===== config.mk =====
export PLATFORM = sky130hd
export DESIGN_NAME = dca_matrix_tile_iterator
export DESIGN_NICKNAME = d
export VERILOG_FILES = /design/src/rtl/dca_matrix_tile_iterator.sv
export SDC_FILE = /design/constraint.sdc
export NUM_CORES = 1
export LEC_CHECK = 0
export CAP_MARGIN = 40
export CORE_ASPECT_RATIO = 0.5
export CORE_MARGIN = 5
export CORE_UTILIZATION = 45
export DETAILED_ROUTE_END_ITERATION = 10
export PLACE_DENSITY = 0.68
export SLEW_MARGIN = 20
export SYNTH_ARGS = -nofsm -noshare
export SYNTH_HDL_FRONTEND = slang
export SYNTH_SLANG_ARGS = --single-unit

===== constraint.sdc =====
create_clock -name clk -period 5.94 [get_ports clk]
set_input_delay 0.891 -clock clk [delete_from_list [all_inputs] [get_ports clk]]
set_output_delay 0.891 -clock clk [all_outputs]
set_load 0.02 [all_outputs]

===== src/rtl/dca_matrix_tile_iterator.sv =====
// Tiled row/column-first matrix walker emitting (row, col, addr) per handshake.
// Optional feature: define DCA_MATRIX_TILE_ITERATOR_INDEX_EN to add out_index.
module dca_matrix_tile_iterator #(
    parameter int BW_NUM_ROW = 8,
    parameter int BW_NUM_COL = 8,
    parameter int BW_TILE    = 4,
    parameter int BW_ADDR    = 32
) (
    input  logic                  clk,
    input  logic                  rst,
    input  logic                  clear,
    input  logic                  start,
    input  logic                  is_col_first,
    input  logic [BW_NUM_ROW-1:0] num_row_m1,
    input  logic [BW_NUM_COL-1:0] num_col_m1,
    input  logic [BW_TILE-1:0]    tile_row_m1,
    input  logic [BW_TILE-1:0]    tile_col_m1,
    input  logic [BW_ADDR-1:0]    base_addr,
    input  logic [BW_ADDR-1:0]    row_stride,
    output logic                  busy,
    output logic                  done,
    output logic                  out_valid,
    input  logic                  out_ready,
    output logic [BW_NUM_ROW-1:0] out_row,
    output logic [BW_NUM_COL-1:0] out_col,
    output logic [BW_ADDR-1:0]    out_addr,
    output logic                  out_first_in_tile,
    output logic                  out_last_in_tile,
    output logic                  out_last
`ifdef DCA_MATRIX_TILE_ITERATOR_INDEX_EN
    ,
    output logic [BW_NUM_ROW+BW_NUM_COL-1:0] out_index
`endif
);

    typedef enum logic [1:0] {S_IDLE, S_RUN, S_DONE} state_t;

    state_t                state_q, state_d;
    logic                  cf_q, cf_d;
    logic [BW_NUM_ROW-1:0] nrow_q, nrow_d, row_q, row_d, trb_q, trb_d;
    logic [BW_NUM_COL-1:0] ncol_q, ncol_d, col_q, col_d, tcb_q, tcb_d;
    logic [BW_TILE-1:0]    trow_q, trow_d, tcol_q, tcol_d;
    logic [BW_ADDR-1:0]    base_q, base_d, stride_q, stride_d;
    // rowaddr = address of (row, 0); tileaddr = address of (tile row base, 0)
    logic [BW_ADDR-1:0]    rowaddr_q, rowaddr_d, tileaddr_q, tileaddr_d;

    logic [BW_NUM_ROW:0]   row_sum;
    logic [BW_NUM_COL:0]   col_sum;
    logic [BW_NUM_ROW-1:0] row_end;
    logic [BW_NUM_COL-1:0] col_end;
    logic                  run, hs, row_at_end, col_at_end, at_last;

    assign row_sum    = {1'b0, trb_q} + (BW_NUM_ROW+1)'(trow_q);
    assign col_sum    = {1'b0, tcb_q} + (BW_NUM_COL+1)'(tcol_q);
    assign row_end    = (row_sum > {1'b0, nrow_q}) ? nrow_q : row_sum[BW_NUM_ROW-1:0];
    assign col_end    = (col_sum > {1'b0, ncol_q}) ? ncol_q : col_sum[BW_NUM_COL-1:0];
    assign row_at_end = (row_q == row_end);
    assign col_at_end = (col_q == col_end);
    assign at_last    = (row_q == nrow_q) && (col_q == ncol_q);
    assign run        = (state_q == S_RUN);
    assign hs         = run && out_ready;

`ifdef DCA_MATRIX_TILE_ITERATOR_INDEX_EN
    logic [BW_NUM_ROW+BW_NUM_COL-1:0] idx_q, idx_d;
    assign out_index = idx_q;
`endif

    always_ff @(posedge clk or posedge rst) begin
        if (rst) begin
            state_q    <= S_IDLE;
            cf_q       <= 1'b0;
            nrow_q     <= '0;
            ncol_q     <= '0;
            trow_q     <= '0;
            tcol_q     <= '0;
            base_q     <= '0;
            stride_q   <= '0;
            row_q      <= '0;
            col_q      <= '0;
            trb_q      <= '0;
            tcb_q      <= '0;
            rowaddr_q  <= '0;
            tileaddr_q <= '0;
`ifdef DCA_MATRIX_TILE_ITERATOR_INDEX_EN
            idx_q      <= '0;
`endif
        end else begin
            state_q    <= state_d;
            cf_q       <= cf_d;
            nrow_q     <= nrow_d;
            ncol_q     <= ncol_d;
            trow_q     <= trow_d;
            tcol_q     <= tcol_d;
            base_q     <= base_d;
            stride_q   <= stride_d;
            row_q      <= row_d;
            col_q      <= col_d;
            trb_q      <= trb_d;
            tcb_q      <= tcb_d;
            rowaddr_q  <= rowaddr_d;
            tileaddr_q <= tileaddr_d;
`ifdef DCA_MATRIX_TILE_ITERATOR_INDEX_EN
            idx_q      <= idx_d;
`endif
        end
    end

    always_comb begin
        state_d    = state_q;
        cf_d       = cf_q;
        nrow_d     = nrow_q;
        ncol_d     = ncol_q;
        trow_d     = trow_q;
        tcol_d     = tcol_q;
        base_d     = base_q;
        stride_d   = stride_q;
        row_d      = row_q;
        col_d      = col_q;
        trb_d      = trb_q;
        tcb_d      = tcb_q;
        rowaddr_d  = rowaddr_q;
        tileaddr_d = tileaddr_q;
`ifdef DCA_MATRIX_TILE_ITERATOR_INDEX_EN
        idx_d      = idx_q;
`endif
        case (state_q)
            S_IDLE: begin
                if (start) begin
                    state_d    = S_RUN;
                    cf_d       = is_col_first;
                    nrow_d     = num_row_m1;
                    ncol_d     = num_col_m1;
                    trow_d     = tile_row_m1;
                    tcol_d     = tile_col_m1;
                    base_d     = base_addr;
                    stride_d   = row_stride;
                    row_d      = '0;
                    col_d      = '0;
                    trb_d      = '0;
                    tcb_d      = '0;
                    rowaddr_d  = base_addr;
                    tileaddr_d = base_addr;
`ifdef DCA_MATRIX_TILE_ITERATOR_INDEX_EN
                    idx_d      = '0;
`endif
                end
            end
            S_RUN: begin
                if (hs) begin
`ifdef DCA_MATRIX_TILE_ITERATOR_INDEX_EN
                    idx_d = idx_q + (BW_NUM_ROW+BW_NUM_COL)'(1);
`endif
                    if (at_last) begin
                        state_d = S_DONE;
                    end else if (cf_q) begin
                        if (!col_at_end) begin
                            col_d = col_q + BW_NUM_COL'(1);
                        end else if (!row_at_end) begin
                            col_d     = tcb_q;
                            row_d     = row_q + BW_NUM_ROW'(1);
                            rowaddr_d = rowaddr_q + stride_q;
                        end else if (col_end != ncol_q) begin
                            // next tile to the right, back to the tile's top row
                            tcb_d     = col_end + BW_NUM_COL'(1);
                            col_d     = col_end + BW_NUM_COL'(1);
                            row_d     = trb_q;
                            rowaddr_d = tileaddr_q;
                        end else begin
                            trb_d      = row_end + BW_NUM_ROW'(1);
                            row_d      = row_end + BW_NUM_ROW'(1);
                            rowaddr_d  = rowaddr_q + stride_q;
                            tileaddr_d = rowaddr_q + stride_q;
                            tcb_d      = '0;
                            col_d      = '0;
                        end
                    end else begin
                        if (!row_at_end) begin
                            row_d     = row_q + BW_NUM_ROW'(1);
                            rowaddr_d = rowaddr_q + stride_q;
                        end else if (!col_at_end) begin
                            row_d     = trb_q;
                            rowaddr_d = tileaddr_q;
                            col_d     = col_q + BW_NUM_COL'(1);
                        end else if (row_end != nrow_q) begin
                            // next tile below; row is at tile row end so one stride reaches it
                            trb_d      = row_end + BW_NUM_ROW'(1);
                            row_d      = row_end + BW_NUM_ROW'(1);
                            rowaddr_d  = rowaddr_q + stride_q;
                            tileaddr_d = rowaddr_q + stride_q;
                            col_d      = tcb_q;
                        end else begin
                            trb_d      = '0;
                            row_d      = '0;
                            rowaddr_d  = base_q;
                            tileaddr_d = base_q;
                            tcb_d      = col_end + BW_NUM_COL'(1);
                            col_d      = col_end + BW_NUM_COL'(1);
                        end
                    end
                end
            end
            S_DONE:  state_d = S_IDLE;
            default: state_d = S_IDLE;
        endcase
        if (clear) begin
            state_d = S_IDLE;
`ifdef DCA_MATRIX_TILE_ITERATOR_INDEX_EN
            idx_d   = '0;
`endif
        end
    end

    assign busy              = run;
    assign out_valid         = run;
    assign done              = (state_q == S_DONE);
    assign out_row           = row_q;
    assign out_col           = col_q;
    assign out_addr          = rowaddr_q + BW_ADDR'(col_q);
    assign out_first_in_tile = run && (row_q == trb_q) && (col_q == tcb_q);
    assign out_last_in_tile  = run && row_at_end && col_at_end;
    assign out_last          = run && at_last;

endmodule


==> flow_metrics.env <==
export IMPL_track_usage_pct=27.7
export IMPL_ios=148
export IMPL_cap_viol_max_count=0
export IMPL_dr_pass1_iters=6
export IMPL_post_route_period_util_pct=95.0
export IMPL_fin_hold_ws_ns=0.473
export IMPL_synthArstFlopShare_pct=100
export IMPL_drive_gt1_share_pct=8.52
export IMPL_worstSetupPathType="reg2out"
export IMPL_antenna_cells=0
export IMPL_area_delta_synth_final_pct=18.3
export IMPL_seq_area_frac_synth_pct=30.9
export IMPL_synth_edff_count=0
export IMPL_antenna_left=0
export IMPL_relSlewSlack_pct=32.9
export IMPL_synth_area_leaders="dfrtp_1 (31%), nand2_1 (9.7%), ha_1 (5.4%), o21ai_0 (4.0%), xor2_1 (3.6%)"
export IMPL_vias=15200
export IMPL_syn_nets=2068
export IMPL_antenna_found_initial=0
export IMPL_viasPerCell=6.14
export IMPL_max_freq_ghz=0.177
export IMPL_fin_nets=2194
export IMPL_avgSynthCellArea_um2=7.96
export IMPL_ys_flop_type="dfrtp_1"
export IMPL_drtIter0Drc=1638
export IMPL_dieArea_um2=37700
export IMPL_initial_core_util_pct=45.7
export IMPL_chipWidth_um=270
export IMPL_portBuffers=147
export IMPL_min_path_type="reg2reg"
export IMPL_dp_hpwl_um=38700
export IMPL_grt_max_degree=164
export IMPL_yosysTopAreaCell="dfrtp_1"
export IMPL_htree_levels=4
export IMPL_syn_area_um2=15200
export IMPL_grt_util_met3_pct=7.33
export IMPL_grt_pass1_wl_um=83100
export IMPL_routed_wl_um=53400
export IMPL_clock_latency_ns=0.47
export IMPL_use_met1_pct=38.8
export IMPL_synth_seq_cells=187
export IMPL_cts_buffer_depth=2
export IMPL_vdd_drop_max_mv=0.216
export IMPL_p_leak_nw=7.87
export IMPL_wl_per_cell_um=21.5
export IMPL_clkTransAtPathRegs_ns=0.08
export IMPL_cp_data_arrival_time_ns=4.75
export IMPL_end_kind="output pin"
export IMPL_grt_pass1_vias=14400
export IMPL_grt_setup_unrepaired="false"
export IMPL_outcome="completed"
export IMPL_p_total_mw=7.48
export IMPL_crit_required_ns=5.05
export IMPL_synth_top_area_share_pct=30.9
export IMPL_tightest_slew_ns=1.01
export IMPL_ys_types=96
export IMPL_rows=47
export IMPL_hold_viol=0
export IMPL_postSynthCellCount=1905
export IMPL_numCtsBuffers=17
export IMPL_die_y_um=140
export IMPL_worst_setup_path_start_kind="register"
export IMPL_powerDensity_nw_per_um2=417
export IMPL_cts_sinks=187
export IMPL_cts_root_buf="clkbuf_16"
export IMPL_slew_viol_final=0
export IMPL_crit_fanout=8
export IMPL_setup_tns_ns=0
export IMPL_core_area_um2=33200
export IMPL_skew_ns=0.0162
export IMPL_use_met2_pct=42.4
export IMPL_cts_tree="yes"
export IMPL_min_period_ns=5.64
export IMPL_grt_busiest_layer="met2"
export IMPL_yosysWarnings=0
export IMPL_route_detailed_drc=0
export IMPL_grt_overflow_total=0
export IMPL_gp_congestion=0.951
export IMPL_setup_viol=0
[registers in the layout, indices dropped and copies added, names as in the netlist]
signal	count
base_q	32
cf_q	1
ncol_q	8
nrow_q	8
out_col	8
out_row	8
rowaddr_q	32
state_q	2
stride_q	32
tcb_q	8
tcol_q	4
tileaddr_q	32
trb_q	8
trow_q	4
[layer usage]
layer / wire [µm] / vias to the layer above
met5: 0 / -
met3: 5260 / 69
met2: 23200 / 696
met1: 23800 / 7365
met4: 1200 / 0
li1: - / 7111
[where the power goes]
part           total (mW)  internal [mW]  switching (mW)
combinational        4.28           1.70            2.57
clock                1.22          0.609           0.614
sequential           1.98           1.58           0.396
total                7.48           3.90            3.58
[placed cells by master (no fill, tap or decap), drive strengths merged, types with 63 or more instances in the layout]
| master | n |
|---|---|
| nand2 | 392 |
| a21oi | 95 |
| clkdlybuf4s50 | 146 |
| xor2 | 63 |
| ha | 65 |
| dfrtp | 187 |
| inv | 76 |
| buf | 72 |
| nor2 | 130 |
| o21ai | 128 |
[critical path, stage by stage, from the launching register on]
cell	delay (ns)
dfrtp_2	0.41
ha_1	0.20
inv_1	0.06
fa_1	0.43
nand2b_4	0.20
a211oi_4	0.30
xnor2_2	0.18
inv_1	0.10
ha_1	0.32
a21oi_1	0.14
o221ai_1	0.17
or2_4	0.30
a21o_1	0.23
buf_4	0.19
mux2i_2	0.17
nand4bb_4	0.31
nor2_1	0.14
and3_1	0.23
clkbuf_2	0.19
[per-stage QoR]
step	utilization, %	setup slack (ns)	cells	area, µm²
CTS	53.7	0.00826	2477	17800
global route	54.0	0.0549	2484	17900
global placement	51.8	0.294	2445	17200
detailed placement	51.9	0.236	2446	17200
finish	54.0	0.297	2484	17900
floorplan	-	0.711	1905	15200
[final cells by class]
class	instances	area [µm²]
Inverter	73	278
Multi-Input combinational cell	1532	9760
Fill cell	3155	15200
Tap cell	441	552
Sequential cell	187	4680
Clock inverter	13	154
Clock buffer	18	439
Timing Repair Buffer	220	2050
[kinds of logic after synthesis]
| kind of cell | Yosys count | synth area share (%) |
|---|---|---|
| simple gates | 776 | 23.6 |
| compound gates | 526 | 24.4 |
| flops | 187 | 30.9 |
| buf+inv | 186 | 5.16 |
| xor+xnor | 125 | 7.60 |
| fa+ha+maj | 69 | 5.89 |
| mux | 36 | 2.47 |
[cells in the mapped netlist (all sizes together), types with 35 or more instances]
cell type	count
nand3	50
nand2	392
dfrtp	187
clkbuf	73
o21ai	128
a21oi	95
nor2	130
buf	40
inv	71
ha	65
xor2	63
o211ai	35
xnor2	59
nor3	40
[worst paths after layout]
check / startpoint / endpoint / slack [ns] / cells past startpoint
worst max-delay path: trb_q[0]$_DFFE_PP0P_ / out_last_in_tile / 0.30 / 18
worst min-delay path: base_q[27]$_DFFE_PP0P_ / base_q[27]$_DFFE_PP0P_ / 0.47 / 2
worst max register to register: tcb_q[0]$_DFFE_PP0P_ / rowaddr_q[10]$_DFFE_PP0P_ / 0.46 / 20
worst min register to register: base_q[27]$_DFFE_PP0P_ / base_q[27]$_DFFE_PP0P_ / 0.47 / 2
max in group asynchronous: rst / tcb_q[0]$_DFFE_PP0P_ / 3.78 / 3
min in group asynchronous: rst / stride_q[8]$_DFFE_PP0P_ / 0.81 / 2
[what timing repair did]
action                                  in CTS  in global routing
hold buffers                                 0                  0
hold endpoints to repair                     0                  0
setup buffers                                0                  4
resized for setup                            3                 12
endpoints found under the setup margin       1                 15
pin swaps                                    0                  4
(Power assumes the default switching activity.)
